==> config.mk <==
export PLATFORM = sky130hd
export DESIGN_NAME = usart_tx_fsm_flat
export DESIGN_NICKNAME = d
export VERILOG_FILES = /design/src/rtl/usart_pkg.sv /design/src/rtl/usart_tx_fsm_if.sv /design/src/rtl/usart_bit_counter.sv /design/src/rtl/usart_tx_fsm.sv /design/src/flat_wrapper.sv
export SDC_FILE = /design/constraint.sdc
export NUM_CORES = 1
export LEC_CHECK = 0
export CORE_AREA = 5 5 60 62
export CTS_CLUSTER_DIAMETER = 200
export CTS_CLUSTER_SIZE = 30
export DETAILED_ROUTE_END_ITERATION = 16
export DIE_AREA = 0 0 65 67
export PLACE_DENSITY = 0.64
export SLEW_MARGIN = 30
export SYNTH_ARGS = -nofsm -noshare
export SYNTH_HDL_FRONTEND = slang
export SYNTH_SLANG_ARGS = --single-unit
==> constraint.sdc <==
create_clock -name i_fosk -period 2.6 [get_ports i_fosk]
set_input_delay 0.52 -clock i_fosk [delete_from_list [all_inputs] [get_ports i_fosk]]
set_output_delay 0.52 -clock i_fosk [all_outputs]
set_load 0.02 [all_outputs]
==> src/rtl/usart_pkg.sv <==
// Shared types and helpers for the USART transmit/receive control blocks.
// Optional feature macro: USART_TX_BREAK_EN adds the BREAK state.
package usart_pkg;

    // Frame sequencer states; encodings stay the same with or without BREAK.
    typedef enum logic [2:0] {
        ST_IDLE   = 3'd0,
        ST_START  = 3'd1,
        ST_DATA   = 3'd2,
        ST_PARITY = 3'd3,
        ST_STOP1  = 3'd4,
`ifdef USART_TX_BREAK_EN
        ST_STOP2  = 3'd5,
        ST_BREAK  = 3'd6
`else
        ST_STOP2  = 3'd5
`endif
    } tx_state_e;

    // Character size codes (UCSZ2:0).
    localparam logic [2:0] UCSZ_5 = 3'b000;
    localparam logic [2:0] UCSZ_6 = 3'b001;
    localparam logic [2:0] UCSZ_7 = 3'b010;
    localparam logic [2:0] UCSZ_8 = 3'b011;
    localparam logic [2:0] UCSZ_9 = 3'b111;

    // Number of data bits in a frame; reserved codes behave as 8-bit characters.
    function automatic logic [3:0] ucsz_to_nbits(input logic [2:0] ucsz);
        logic [3:0] nbits;
        case (ucsz)
            UCSZ_5:  nbits = 4'd5;
            UCSZ_6:  nbits = 4'd6;
            UCSZ_7:  nbits = 4'd7;
            UCSZ_9:  nbits = 4'd9;
            default: nbits = 4'd8;
        endcase
        return nbits;
    endfunction

endpackage

==> src/rtl/usart_tx_fsm_if.sv <==
// Control/status bundle between the transmitter FSM and its surroundings.
// slave  = the FSM side, master = the data path / register side.
// Handshake: the FSM never waits on a ready; it consumes i_udre (0 = data pending)
// at each i_txclk tick and releases UDR by asserting o_fsm_we in START, which the
// data path samples on that same tick.
// Optional feature macro: USART_TX_BREAK_EN adds i_break.
interface usart_tx_fsm_if #(parameter int CNT_W = 4);
    logic             i_txclk;
    logic             i_txen;
    logic             i_udre;
    logic [2:0]       i_UCSZ;
    logic             i_UPM1;
    logic             i_USBS;
`ifdef USART_TX_BREAK_EN
    logic             i_break;
`endif
    logic             o_fsm_we;
    logic             o_fsm_ps;
    logic             o_fsm_ad;
    logic             o_fsm_pi;
    logic             o_fsm_dp;
    logic             o_txc;
    logic             o_busy;
    logic [2:0]       dbg_state;
    logic [CNT_W-1:0] dbg_cnt;

    modport slave (
        input  i_txclk, i_txen, i_udre, i_UCSZ, i_UPM1, i_USBS,
`ifdef USART_TX_BREAK_EN
        input  i_break,
`endif
        output o_fsm_we, o_fsm_ps, o_fsm_ad, o_fsm_pi, o_fsm_dp,
        output o_txc, o_busy, dbg_state, dbg_cnt
    );

    modport master (
        output i_txclk, i_txen, i_udre, i_UCSZ, i_UPM1, i_USBS,
`ifdef USART_TX_BREAK_EN
        output i_break,
`endif
        input  o_fsm_we, o_fsm_ps, o_fsm_ad, o_fsm_pi, o_fsm_dp,
        input  o_txc, o_busy, dbg_state, dbg_cnt
    );
endinterface

==> src/rtl/usart_bit_counter.sv <==
// Data-bit counter with synchronous clear, count enable and terminal-count compare.
// Shared by the transmitter and receiver sequencers.
module usart_bit_counter #(
    parameter int CNT_W = 4
) (
    input  logic             i_clk,
    input  logic             i_rst,
    input  logic             i_clr,
    input  logic             i_en,
    input  logic [CNT_W-1:0] i_term,
    output logic [CNT_W-1:0] o_cnt,
    output logic             o_tc
);
    logic [CNT_W-1:0] cnt_q;
    logic [CNT_W-1:0] cnt_d;

    // Clear wins over increment.
    always_comb begin
        cnt_d = cnt_q;
        if (i_clr) begin
            cnt_d = '0;
        end else if (i_en) begin
            cnt_d = cnt_q + 1'b1;
        end
    end

    // Count register.
    always_ff @(posedge i_clk or posedge i_rst) begin
        if (i_rst) begin
            cnt_q <= '0;
        end else begin
            cnt_q <= cnt_d;
        end
    end

    assign o_cnt = cnt_q;
    assign o_tc  = (cnt_q == i_term);
endmodule

==> src/rtl/usart_tx_fsm.sv <==
// USART transmitter control FSM: sequences start, 5-9 data bits, optional parity
// and 1-2 stop bits, one frame bit per i_txclk tick, by driving the data path
// selects as Moore decodes of the current state.
// Optional feature macro: USART_TX_BREAK_EN (line-break generation).
module usart_tx_fsm
    import usart_pkg::*;
#(
    parameter int CNT_W    = 4,
    parameter bit IDLE_LVL = 1'b1
) (
    input  logic                 i_fosk,
    input  logic                 i_rst,
    usart_tx_fsm_if.slave        bus
);
    tx_state_e        state_q, state_d;
    logic [3:0]       cfg_nbits_q;
    logic             cfg_upm1_q;
    logic             cfg_usbs_q;
    logic             load_cfg;
    logic             clr_usbs;
    logic             txc_q, txc_d;
    logic             cnt_clr, cnt_en, cnt_tc;
    logic [CNT_W-1:0] cnt_val;
    logic [CNT_W-1:0] cnt_term;
    logic             pending;

    assign pending  = bus.i_txen && !bus.i_udre;
    assign cnt_term = CNT_W'(cfg_nbits_q - 4'd1);

    usart_bit_counter #(.CNT_W(CNT_W)) u_bit_cnt (
        .i_clk  (i_fosk),
        .i_rst  (i_rst),
        .i_clr  (cnt_clr),
        .i_en   (cnt_en),
        .i_term (cnt_term),
        .o_cnt  (cnt_val),
        .o_tc   (cnt_tc)
    );

    // Next-state logic; nothing moves except on a bit-rate tick.
    always_comb begin
        state_d  = state_q;
        load_cfg = 1'b0;
        clr_usbs = 1'b0;
        cnt_clr  = 1'b0;
        cnt_en   = 1'b0;
        txc_d    = 1'b0;
        if (bus.i_txclk) begin
            case (state_q)
                ST_IDLE: begin
`ifdef USART_TX_BREAK_EN
                    if (bus.i_break) begin
                        state_d = ST_BREAK;
                    end else
`endif
                    if (pending) begin
                        state_d  = ST_START;
                        load_cfg = 1'b1;
                    end
                end
                ST_START: begin
                    state_d = ST_DATA;
                    cnt_clr = 1'b1;
                end
                ST_DATA: begin
                    if (cnt_tc) begin
                        state_d = cfg_upm1_q ? ST_PARITY : ST_STOP1;
                    end else begin
                        cnt_en = 1'b1;
                    end
                end
                ST_PARITY: state_d = ST_STOP1;
                ST_STOP1: begin
                    if (cfg_usbs_q) begin
                        state_d = ST_STOP2;
                    end else if (pending) begin
                        state_d  = ST_START;
                        load_cfg = 1'b1;
                    end else begin
                        state_d = ST_IDLE;
                        txc_d   = 1'b1;
                    end
                end
                ST_STOP2: begin
                    if (pending) begin
                        state_d  = ST_START;
                        load_cfg = 1'b1;
                    end else begin
                        state_d = ST_IDLE;
                        txc_d   = 1'b1;
                    end
                end
`ifdef USART_TX_BREAK_EN
                ST_BREAK: begin
                    // A break is always closed with a single stop bit.
                    if (!bus.i_break) begin
                        state_d  = ST_STOP1;
                        clr_usbs = 1'b1;
                    end
                end
`endif
                default: state_d = ST_IDLE;
            endcase
        end
    end

    // State and transmit-complete registers.
    always_ff @(posedge i_fosk or posedge i_rst) begin
        if (i_rst) begin
            state_q <= ST_IDLE;
            txc_q   <= 1'b0;
        end else begin
            state_q <= state_d;
            txc_q   <= txc_d;
        end
    end

    // Frame configuration is frozen at each START so mid-frame writes cannot corrupt a frame.
    always_ff @(posedge i_fosk or posedge i_rst) begin
        if (i_rst) begin
            cfg_nbits_q <= 4'd5;
            cfg_upm1_q  <= 1'b0;
            cfg_usbs_q  <= 1'b0;
        end else if (load_cfg) begin
            cfg_nbits_q <= ucsz_to_nbits(bus.i_UCSZ);
            cfg_upm1_q  <= bus.i_UPM1;
            cfg_usbs_q  <= bus.i_USBS;
        end else if (clr_usbs) begin
            cfg_usbs_q  <= 1'b0;
        end
    end

    // Moore decode of the data path selects (we, ps, ad, pi, dp).
    always_comb begin
        bus.o_fsm_we = 1'b0;
        bus.o_fsm_ps = IDLE_LVL;
        bus.o_fsm_ad = 1'b0;
        bus.o_fsm_pi = 1'b0;
        bus.o_fsm_dp = 1'b0;
        case (state_q)
            ST_IDLE: begin
                bus.o_fsm_pi = 1'b1;
            end
            ST_START: begin
                bus.o_fsm_we = 1'b1;
                bus.o_fsm_ps = 1'b0;
                bus.o_fsm_pi = 1'b1;
            end
            ST_DATA: begin
                bus.o_fsm_ad = 1'b1;
            end
            ST_PARITY: begin
                bus.o_fsm_ps = 1'b1;
                bus.o_fsm_dp = 1'b1;
            end
            ST_STOP1, ST_STOP2: begin
                bus.o_fsm_ps = 1'b1;
            end
`ifdef USART_TX_BREAK_EN
            ST_BREAK: begin
                bus.o_fsm_ps = 1'b0;
                bus.o_fsm_pi = 1'b1;
            end
`endif
            default: begin
                bus.o_fsm_pi = 1'b1;
            end
        endcase
    end

    assign bus.o_txc     = txc_q;
    assign bus.o_busy    = (state_q != ST_IDLE);
    assign bus.dbg_state = state_q;
    assign bus.dbg_cnt   = cnt_val;
endmodule

==> src/flat_wrapper.sv <==
// flat-port wrapper written by rule: the top's interface ports become plain ports
module usart_tx_fsm_flat import usart_pkg::*;
#(
    parameter int CNT_W    = 4,
    parameter bit IDLE_LVL = 1'b1
)
  (i_fosk, i_rst, bus_i_txclk, bus_i_txen, bus_i_udre, bus_i_UCSZ, bus_i_UPM1, bus_i_USBS, bus_o_fsm_we, bus_o_fsm_ps, bus_o_fsm_ad, bus_o_fsm_pi, bus_o_fsm_dp, bus_o_txc, bus_o_busy, bus_dbg_state, bus_dbg_cnt);
  usart_tx_fsm_if #(.CNT_W(CNT_W)) bus_i ();
  input  logic i_fosk;
  input  logic i_rst;
  input wire logic [$bits(bus_i.i_txclk)-1:0] bus_i_txclk;
  input wire logic [$bits(bus_i.i_txen)-1:0] bus_i_txen;
  input wire logic [$bits(bus_i.i_udre)-1:0] bus_i_udre;
  input wire logic [$bits(bus_i.i_UCSZ)-1:0] bus_i_UCSZ;
  input wire logic [$bits(bus_i.i_UPM1)-1:0] bus_i_UPM1;
  input wire logic [$bits(bus_i.i_USBS)-1:0] bus_i_USBS;
  output wire logic [$bits(bus_i.o_fsm_we)-1:0] bus_o_fsm_we;
  output wire logic [$bits(bus_i.o_fsm_ps)-1:0] bus_o_fsm_ps;
  output wire logic [$bits(bus_i.o_fsm_ad)-1:0] bus_o_fsm_ad;
  output wire logic [$bits(bus_i.o_fsm_pi)-1:0] bus_o_fsm_pi;
  output wire logic [$bits(bus_i.o_fsm_dp)-1:0] bus_o_fsm_dp;
  output wire logic [$bits(bus_i.o_txc)-1:0] bus_o_txc;
  output wire logic [$bits(bus_i.o_busy)-1:0] bus_o_busy;
  output wire logic [$bits(bus_i.dbg_state)-1:0] bus_dbg_state;
  output wire logic [$bits(bus_i.dbg_cnt)-1:0] bus_dbg_cnt;
  assign bus_i.i_txclk = bus_i_txclk;
  assign bus_i.i_txen = bus_i_txen;
  assign bus_i.i_udre = bus_i_udre;
  assign bus_i.i_UCSZ = bus_i_UCSZ;
  assign bus_i.i_UPM1 = bus_i_UPM1;
  assign bus_i.i_USBS = bus_i_USBS;
  assign bus_o_fsm_we = bus_i.o_fsm_we;
  assign bus_o_fsm_ps = bus_i.o_fsm_ps;
  assign bus_o_fsm_ad = bus_i.o_fsm_ad;
  assign bus_o_fsm_pi = bus_i.o_fsm_pi;
  assign bus_o_fsm_dp = bus_i.o_fsm_dp;
  assign bus_o_txc = bus_i.o_txc;
  assign bus_o_busy = bus_i.o_busy;
  assign bus_dbg_state = bus_i.dbg_state;
  assign bus_dbg_cnt = bus_i.dbg_cnt;
  usart_tx_fsm #(.CNT_W(CNT_W), .IDLE_LVL(IDLE_LVL)) u_core (.i_fosk(i_fosk), .i_rst(i_rst), .bus(bus_i));
endmodule
Word-level counts from Yosys, hierarchy flattened
Cells that the tools add are included.

word-level totals
  flip-flop bits (word level) = 14
  input bits = 10
  output and inout port bits = 14
  logic and storage cells = 54

cells by class
  $add $sub $neg = 2
  eq/ne operators = 11
  multiplexer cells = 26
  reduce and logical (&&, ||, !) cells = 9

operator list
  kind                                                                      count
  3-bit case mux with 6 select lines                                        1
  1-bit 2-to-1 mux                                                          16
  4-bit case mux with 4 select lines                                        1
  3-bit 2-to-1 mux                                                          4
  3-bit by 2-bit equality test with 1-bit output (second input constant)    3
  3-bit equality test (second input constant)                               3
  4-bit 2-to-1 mux                                                          2
  3-bit by 1-bit equality test with 1-bit output (second input constant)    2
  3-bit zero test                                                           2
  4-bit by 1-bit adder with 4-bit output (second input constant)            1
  4-bit equality test                                                       1
  2-bit by 1-bit inequality test with 1-bit output (second input constant)  2
  1-bit case mux with 2 select lines                                        2
  4-bit OR reduction                                                        1
  4-bit by 1-bit subtractor with 4-bit output (second input constant)       1
  3-bit AND reduction                                                       1
  3-bit nonzero test                                                        1
  2-bit nonzero test                                                        1
  2-bit OR reduction                                                        1
  1-bit logical AND                                                         1
  1-bit zero test                                                           1

Logic depth before layout (Yosys ltp)
  word-level depth = 7
  gate-level depth with buffers = 7
  gate-level depth less buffers = 7

By module
From an unflattened synthesis, not the netlist that was laid out.

second synthesis, totals
  cell total of the unflattened synthesis = 88
  area total of the unflattened synthesis = 884.6 um^2

modules (own cells, without submodules)
  module             instances  cells each  area an instance (um^2)  seq. area each (um^2)
  usart_tx_fsm       1          66          646.9                    252.7
  usart_bit_counter  1          22          237.7                    100.1

Worst setup path after synthesis
No wires, ideal clock.

  kind = register to register
  start = register u_core.cfg_nbits_q[0]
  end = register u_core.state_q[0] (netlist: u_core.bus.dbg_state[0])
  setup time = 0.078 ns
  data arrival time = 1.952 ns
  data required time = 2.522 ns
  setup slack = 0.570 ns
  stages on the path, launching flop included = 8
  path buffers = 0
  period minus slack after synthesis = 2.030 ns
  path through = dfstp_2 > inv_1 > ha_1 > xnor2_1 > nor3_2 > a21oi_2 > or4_1 > o2bb2ai_1

between the ends
  cells in the longest elaborated chain, start to end = 4

ends and longest elaborated chain
  element                                                     line                     RTL
  start: declaration                                          usart_tx_fsm.sv:16       logic [3:0] cfg_nbits_q;
  start signal: assignment                                    usart_tx_fsm.sv:125      cfg_nbits_q <= ucsz_to_nbits(bus.i_UCSZ);
  4-bit by 1-bit subtractor with 4-bit output                 usart_tx_fsm.sv:28       assign cnt_term = CNT_W'(cfg_nbits_q - 4'd1);
  4-bit equality test                                         usart_bit_counter.sv:37  assign o_tc = (cnt_q == i_term);
  2-bit by 1-bit inequality test with 1-bit output (no line)  n/a
  3-bit AND reduction (no line)                               n/a
  end signal: assignment                                      usart_tx_fsm.sv:113      state_q <= state_d;
  end: declaration                                            usart_tx_fsm.sv:15       tx_state_e state_q, state_d;

No other way between the ends.
A chain may end at the register's enable or synchronous reset.

Worst setup path after layout
  start = register u_core.state_q[2] (netlist: u_core.bus.dbg_state[2])
  end = output bus_o_fsm_we

between the ends
  cells in the longest elaborated chain, start to end = 2

ends and longest elaborated chain
  element                                         line                 RTL
  3-bit by 1-bit equality test with 1-bit output  usart_tx_fsm.sv:140  case (state_q)
  1-bit 2-to-1 mux                                usart_tx_fsm.sv:140
  end: declaration                                flat_wrapper.sv:17   output wire logic [$bits(bus_i.o_fsm_we)-1:0] bus_o_fsm_we;

No other way between the ends.

==> key figures <==
Logic synthesis
  – Post-Syn Area per Cell: 9.515 µm²
  – Cell area after synthesis: 865.8 µm²
  – Register bit total from synthesis: 14
  – Post-Syn Instances: 91
  – Synth warn: 0
  – Largest family of logic cells by synthesized area: compound AO/OA/AOI/OAI gates
  – Compound-Gate Fraction of Synth Area: 18.50%
  – Synth Area in XOR/XNOR: 7.803%
  – Cell variety after synth: 37
  – Synth Net Count: 105
  – Post-synthesis sequential area ratio: 40.75%
  – Simple-Gate Fraction of Synth Area: 16.62%
  – Post-synthesis mux area share: 4.913%
  – Adder-Cell Fraction of Synth Area: 5.780%

CTS
  – Clk buf depth: 2
  – Resized Gates After CTS: 0
  – Later-pin clock latency in the skew report: 280 ps
  – Reg clk slew, reported paths: 90 ps
  – # hold bufs at CTS: 0
  – CTS tree: done
  – Setup repair bufs after CTS: 0
  – Htree depth: 1
  – Root Buffer: clkbuf_4
  – # clock sinks: 14
  – CTS Buf Count: 3

Final layout
  – Layout cells sized above 1: 10.26%
  – Post-route cell area: 1170 µm²
  – Post-route insts no fill: 150
  – Final Util: 39.29%
  – Seq. cell area: 352.8 µm²
  – Area delta synth->final: 35.12%
  – Fillers: 303
  – Multi-input logic area: 464.2 µm²
  – Final #Nets: 132
  – Ant diodes: 0

Worst setup path
  – Delay-heaviest family, CP: buffers and inverters
  – CP max-delay cell: clkdlybuf4s50_1
  – Start-to-end type of the worst setup path: reg -> out
  – Startpoint Class: flop
  – Crit Path Max Fanout: 8
  – Buf/Inv on CP: 3
  – Cell Chain, Critical Path: inv_1 -> nand3_1 -> inv_1 -> clkdlybuf4s50_1
  – Crit. End Element: output port
  – Req. time, crit path: 2080 ps
  – Most used cell, CP: inv_1
  – Slowest stage delay, CP: 610 ps
  – Worst path arrival time: 1890 ps

STA
  – Min Tclk post-route: 2409 ps
  – Worst Tran Pin Value: 535.3 ps
  – Endpoints failing setup: 0
  – Final worst-path cycle share: 92.65%
  – RSZ-0062 raised after global routing: no
  – Hold Fails Final Rpt: 0
  – Sum Neg Setup Slack: 0 ps
  – Hold Worst Slack: 520.8 ps
  – FMAX: 415.1 MHz
  – Clock skew: 5.807 ps
  – Slew Limit Fails: 0
  – Headroom to the max-slew limit: 64.27%

Placement
  – Dpl cells: 146
  – Gp weighted congestion: 0.7129
  – HPWL Detailed: 1.537 mm
  – I/O Buffers: 23
  – Post-DP Area: 1134 µm²

Drt
  – DR WL/cell: 12.43 µm
  – Violation count after the first detailed-route iteration: 25
  – First-pass DRT Iterations: 4
  – Post-route DRC: 0
  – Vias per cell: 4.953
  – Post-route ant nets: 0
  – Total wire length: 1.864 mm
  – Via count: 743

Power and ir drop
  – Sw frac: 43.42%
  – Static Leak: 0.0005227 µW
  – Int Pwr: 856.7 µW
  – Peak VDD IR: 0.5097 mV
  – Power Density: 1294 nW/µm²
  – Logic gate share of total power: 60.2%
  – Reg power frac: 29.4%
  – P_sw: 657.4 µW
  – Clock share of power: 10.4%

Floorplan
  – # IOs: 24
  – Chip width: 65 µm
  – Initial Util: 29.08%
  – Die area: 4355 µm²
  – Die Ht: 67 µm
  – FP Rows: 20
  – Core Area: 2978 µm²

Job
  – Max Cap Viol: 0

Status
  – Status: completed

Hold path
  – Min-Delay Path Class: reg -> reg

Global route
  – First-pass GRT wire length: 3.036 mm
  – Vias in the first global route: 709
  – Total track usage: 9.078%
  – Largest net degree at the start of global routing: 15
  – Initial antenna violation count: 0
  – GRT overflow: 0
## tightest hold or removal path, cell delays in order (launching register included)
cell and delay [ps]:
dfrtp_1 380, nand2_1 60, o31ai_1 60
## synth_stat cells (all sizes together)
master	n	area, µm²
dfrtp	12	300.3
inv	12	45.04
nand2	9	33.78
nor2	5	18.77
a21oi	4	23.77
ha	4	50.05
nand3	4	20.02
xnor2	4	35.03
nor3	3	20.02
a211o	2	18.77
a211oi	2	15.01
a21boi	2	15.01
a21o	2	16.27
dfstp	2	52.55
mux2	2	22.52
mux2i	2	20.02
nor2b	2	12.51
o21ai	2	10.01
o22ai	2	12.51
a2bb2oi	1	8.760
and4b	1	10.01
clkbuf	1	3.750
nand2b	1	6.260
nand4b	1	8.760
nor4	1	6.260
o211ai	1	7.510
o21a	1	7.510
o2bb2ai	1	8.760
o31ai	1	7.510
o41ai	1	8.760
or4	1	7.510
xor2	1	8.760
xor3	1	23.77
## per-layer routing
layer / share of wire (%) / GRT usage, % / wire [µm] / vias to the layer above
met4: 0 / 3.166 / 0 / 0
met1: 46 / 12.36 / 854 / 341
met5: 0 / 0 / 0 / -
met2: 46 / 14.05 / 866 / 29
li1: - / - / - / 373
met3: 7.6 / 2.024 / 142 / 0
## cells by family (layout without fill, tap and decap cells)
logic type      count (synthesis)  after routing
flops                          14             14
simple gates                   28             28
mux                             4              4
compound gates                 22             22
xor+xnor                        6              6
fa+ha+maj                       4              4
buf+inv                        13             39
## final timing paths
path,to,slack [ps],startpoint,depth (start not counted)
setup / recovery,bus_o_fsm_we,190,u_core.bus.dbg_state[2],4
hold / removal,u_core.cfg_nbits_q[1],520,u_core.cfg_nbits_q[1],2
setup reg to reg,u_core.bus.dbg_state[0],370,u_core.cfg_nbits_q[0],7
hold reg to reg,u_core.cfg_nbits_q[1],520,u_core.cfg_nbits_q[1],2
max in group asynchronous,u_core.cfg_nbits_q[0],1670,i_rst,2
min in group asynchronous,u_core.u_bit_cnt.o_cnt[3],570,i_rst,2
## state kept, by name, indices dropped and copies added (netlist names)
register / cells
u_core.cfg_usbs_q: 1
u_core.bus.dbg_state: 3
u_core.cfg_upm1_q: 1
u_core.cfg_nbits_q: 4
u_core.bus.o_txc: 1
u_core.u_bit_cnt.o_cnt: 4
## layout by cell type, fill, tap and decap left out, types with 2 or more instances in the layout
| master | count |
|---|---|
| a211oi_1 | 2 |
| a21boi_0 | 2 |
| a21oi_1 | 3 |
| clkbuf_4 | 3 |
| clkdlybuf4s50_1 | 23 |
| dfrtp_1 | 12 |
| dfstp_2 | 2 |
| ha_1 | 4 |
| inv_1 | 12 |
| mux2_2 | 2 |
| mux2i_1 | 2 |
| nand2_1 | 9 |
| nand3_1 | 4 |
| nor2_1 | 5 |
| nor2b_1 | 2 |
| nor3_1 | 2 |
| o21ai_0 | 2 |
| o22ai_1 | 2 |
| xnor2_1 | 4 |
## final cells by class
type | count | share of cell area (%)
well taps | 33 | 3.529
flip-flops and latches | 14 | 30.16
repair buffers | 23 | 19.68
clock buffers | 4 | 3.102
multi-input cells | 64 | 39.68
inverters | 12 | 3.850
## power by group through the flow
stage | Sequential, µW | Clock [µW] | Combinational, µW
4_1_cts | 446 | 163 | 923
2_1_floorplan | 468 | 0 | 581
5_1_grt | 465 | 176 | 993
6_report | 445 | 157 | 912
3_3_place_gp | 449 | 0 | 897
3_5_place_dp | 451 | 0 | 917
## metrics by stage
step | power, µW | setup slack [ps]
4_1_cts | 1532 | 175.1
2_1_floorplan | 1050 | 570.1
3_3_place_gp | 1346 | 403.3
3_5_place_dp | 1368 | 339.5
6_report | 1514 | 191.1
5_1_grt | 1633 | 9.293
Power figures use the tool's default switching activity.
==> edit (config.mk and constraints unchanged) <==
Make the reset (`i_rst`) synchronous in 3 clocked blocks.
--- a/src/rtl/usart_bit_counter.sv
+++ b/src/rtl/usart_bit_counter.sv
@@ -25,7 +25,7 @@
     end
 
     // Count register.
-    always_ff @(posedge i_clk or posedge i_rst) begin
+    always_ff @(posedge i_clk) begin
         if (i_rst) begin
             cnt_q <= '0;
         end else begin
--- a/src/rtl/usart_tx_fsm.sv
+++ b/src/rtl/usart_tx_fsm.sv
@@ -105,7 +105,7 @@
     end
 
     // State and transmit-complete registers.
-    always_ff @(posedge i_fosk or posedge i_rst) begin
+    always_ff @(posedge i_fosk) begin
         if (i_rst) begin
             state_q <= ST_IDLE;
             txc_q   <= 1'b0;
@@ -116,7 +116,7 @@
     end
 
     // Frame configuration is frozen at each START so mid-frame writes cannot corrupt a frame.
-    always_ff @(posedge i_fosk or posedge i_rst) begin
+    always_ff @(posedge i_fosk) begin
         if (i_rst) begin
             cfg_nbits_q <= 4'd5;
             cfg_upm1_q  <= 1'b0;
Function: differs if i_rst is asserted again (counterexample within 4 cycles, from zero or initial values and one cycle with i_rst high); with i_rst held inactive, the same outputs for 10 cycles.
==> edit against the original RTL <==
  * Design area down 5.6%
  * Critical path type unchanged
  * Worst setup slack improved by 0.057 ns
  * Non-clock buffer count up 1
  * Routed wire length increased by 4.7%
  * Register-to-register slack improved by 0.46 ns
  * Sequential cell count is the same
  * Cell count unchanged
  * Sequential share of layout area shrank 4.8 points
  * Via count rose by 4.4%
  * Area after synthesis is 5.5% lower
  * Critical path depth unchanged
Power is not compared: it rests on default switching activity, and its combinational part moved more than twofold at a synthesized area within 25%.
==> edit: results (changes against the original RTL) <==
outcome complete, no violations; vias in the first global route 761 (+7.3%); WL final 1952 um (+4.7%); CTS Buf Count 3 (unchanged); CP Launch Point u_core.bus.dbg_state[0]; async set or reset register ratio after synthesis 0% (-100 points); largest net degree at the start of global routing 12 (-3); total congestion overflow 0 (unchanged); crit-path max cell delay 0.52 ns (-0.09 ns); Worst R2R End u_core.bus.dbg_state[0]; worst r2r path cells 7 (unchanged); first-pass GRT wire length 3270 um (+7.7%); # nets final 131 (-0.76%); ANT cells 0 (unchanged); top_reg_cell synth dfxtp_1; Worst Path Max Fanout 11 (+3); Final Skew 0.005522 ns (-0.0002851 ns); Hold Crit Endpoint u_core.cfg_nbits_q[1]; commonest cells in the netlist 14 x dfxtp_1, 8 x a21oi_1, 7 x inv_1, 6 x nor2_1, 5 x nand2_1; Worst-path clk slew 0.08 ns; reg-to-reg setup timing slack 0.83 ns (+0.46 ns); detailed-route via count 776 (+4.4%); Worst R2R Start u_core.cfg_nbits_q[0]; syn_nets 104 (-0.95%); Hold Path Stages 2 (unchanged); share of post-route cells with drive strength above 1 8.547% (-1.7 points); DR iter-0 viols 32 (+28%); highest-delay cell along the critical path dfxtp_1; Crit path arrival time 1.83 ns (-0.06 ns); PortBufs 23 (unchanged); CTS H-tree lvls 1 (unchanged); Post-DP HPWL 1576 um (+2.6%); worst hold-check path type flop to flop; post_cts resized 0 (unchanged); CTS root buffer clkbuf_4; Syn. warnings 0 (unchanged); Yosys cell types 36 (-2.7%); HP Start u_core.cfg_nbits_q[1]; Max rail drop VDD 0.1139 mV; GRT Total Usage 9.701% (+0.62 points); Area contributors post-synth dfxtp_1 34%, a21oi_1 4.9%, mux2i_1 3.7%, inv_1 3.2%, xnor2_1 3.2%; measured slew at the worst slew-check pin 0.4005 ns (-0.1348 ns); Static Leakage 0.4170 nW; Longest Clk Path Bufs 2 (unchanged); Clk Latency, worst-skew pair approximately 0.27 ns; initial antenna violation count 0 (unchanged); Placer Congestion 0.8802 (+23%); DP Worst Slack 0.4087 ns (+0.06917 ns); post-CTS setup buffer count 0 (unchanged); Seq/Total Area, Yosys 34.25% (-6.5 points); First-pass DRT Iterations 4 (unchanged)
edit: cells by family after synthesis:
logic type / share of synthesized area, %
adders and majority gates: 3.058
DFF: 34.25
and+or+nand+nor: 24.47
buffers and inverters: 5.046
AOI/OAI and AO/OA: 20.34
xor gates and xnor gates: 9.175
muxes: 3.670
edit: layer usage:
layer	part of all wire (%)	vias to the layer above	global-route usage (%)
met5	0	-	0
met4	0.51	0	4.485
met3	6.5	2	3.541
met2	52	21	17.37
met1	41	369	10.03
li1	-	384	-
edit: per-stage QoR:
step | hold WS, ns | cells | power, mW | utilization, % | cell area (um2)
2_1_floorplan | 0.4450 | 92 | 0.3635 | - | 818.3
3_3_place_gp | 0.4737 | 147 | 0.4367 | 36.34 | 1082
3_5_place_dp | 0.4989 | 147 | 0.4419 | 36.34 | 1082
4_1_cts | 0.5109 | 150 | 0.5637 | 37.10 | 1105
5_1_grt | 0.5468 | 150 | 0.5919 | 37.10 | 1105
6_report | 0.5125 | 150 | 0.5535 | 37.10 | 1105
edit: worst max path at each step:
stage / endpoint / slack [ns] / cells after the start
floorplan: bus_o_fsm_ps / 0.46 / 3
global placement: u_core.cfg_nbits_q[1] / 0.50 / 5
detailed placement: u_core.cfg_nbits_q[1] / 0.41 / 5
CTS: bus_o_fsm_ps / 0.21 / 4
global route: bus_o_fsm_ps / 0.12 / 4
finish: bus_o_fsm_ps / 0.25 / 4
edit: layout make-up:
type / instances / area, um2
fillers: 318 / 1873
multi-input cells: 69 / 496.7
flip-flops and latches: 14 / 280.3
repair buffers: 24 / 237.7
well taps: 33 / 41.29
inverters: 7 / 26.28
clock buffers: 3 / 22.52
edit: worst max-delay path: cells and delay by family, from the launching register on:
family	cells	cell delay [ns]
DFF	1	0.52
buffers and inverters	3	0.74
and+or+nand+nor	1	0.30
edit: power breakdown:
group          switching, mW  internal, mW  leakage, nW
Sequential            0.0189         0.226        0.114
Clock                 0.0642        0.0535       0.0138
Combinational         0.0957        0.0953        0.289
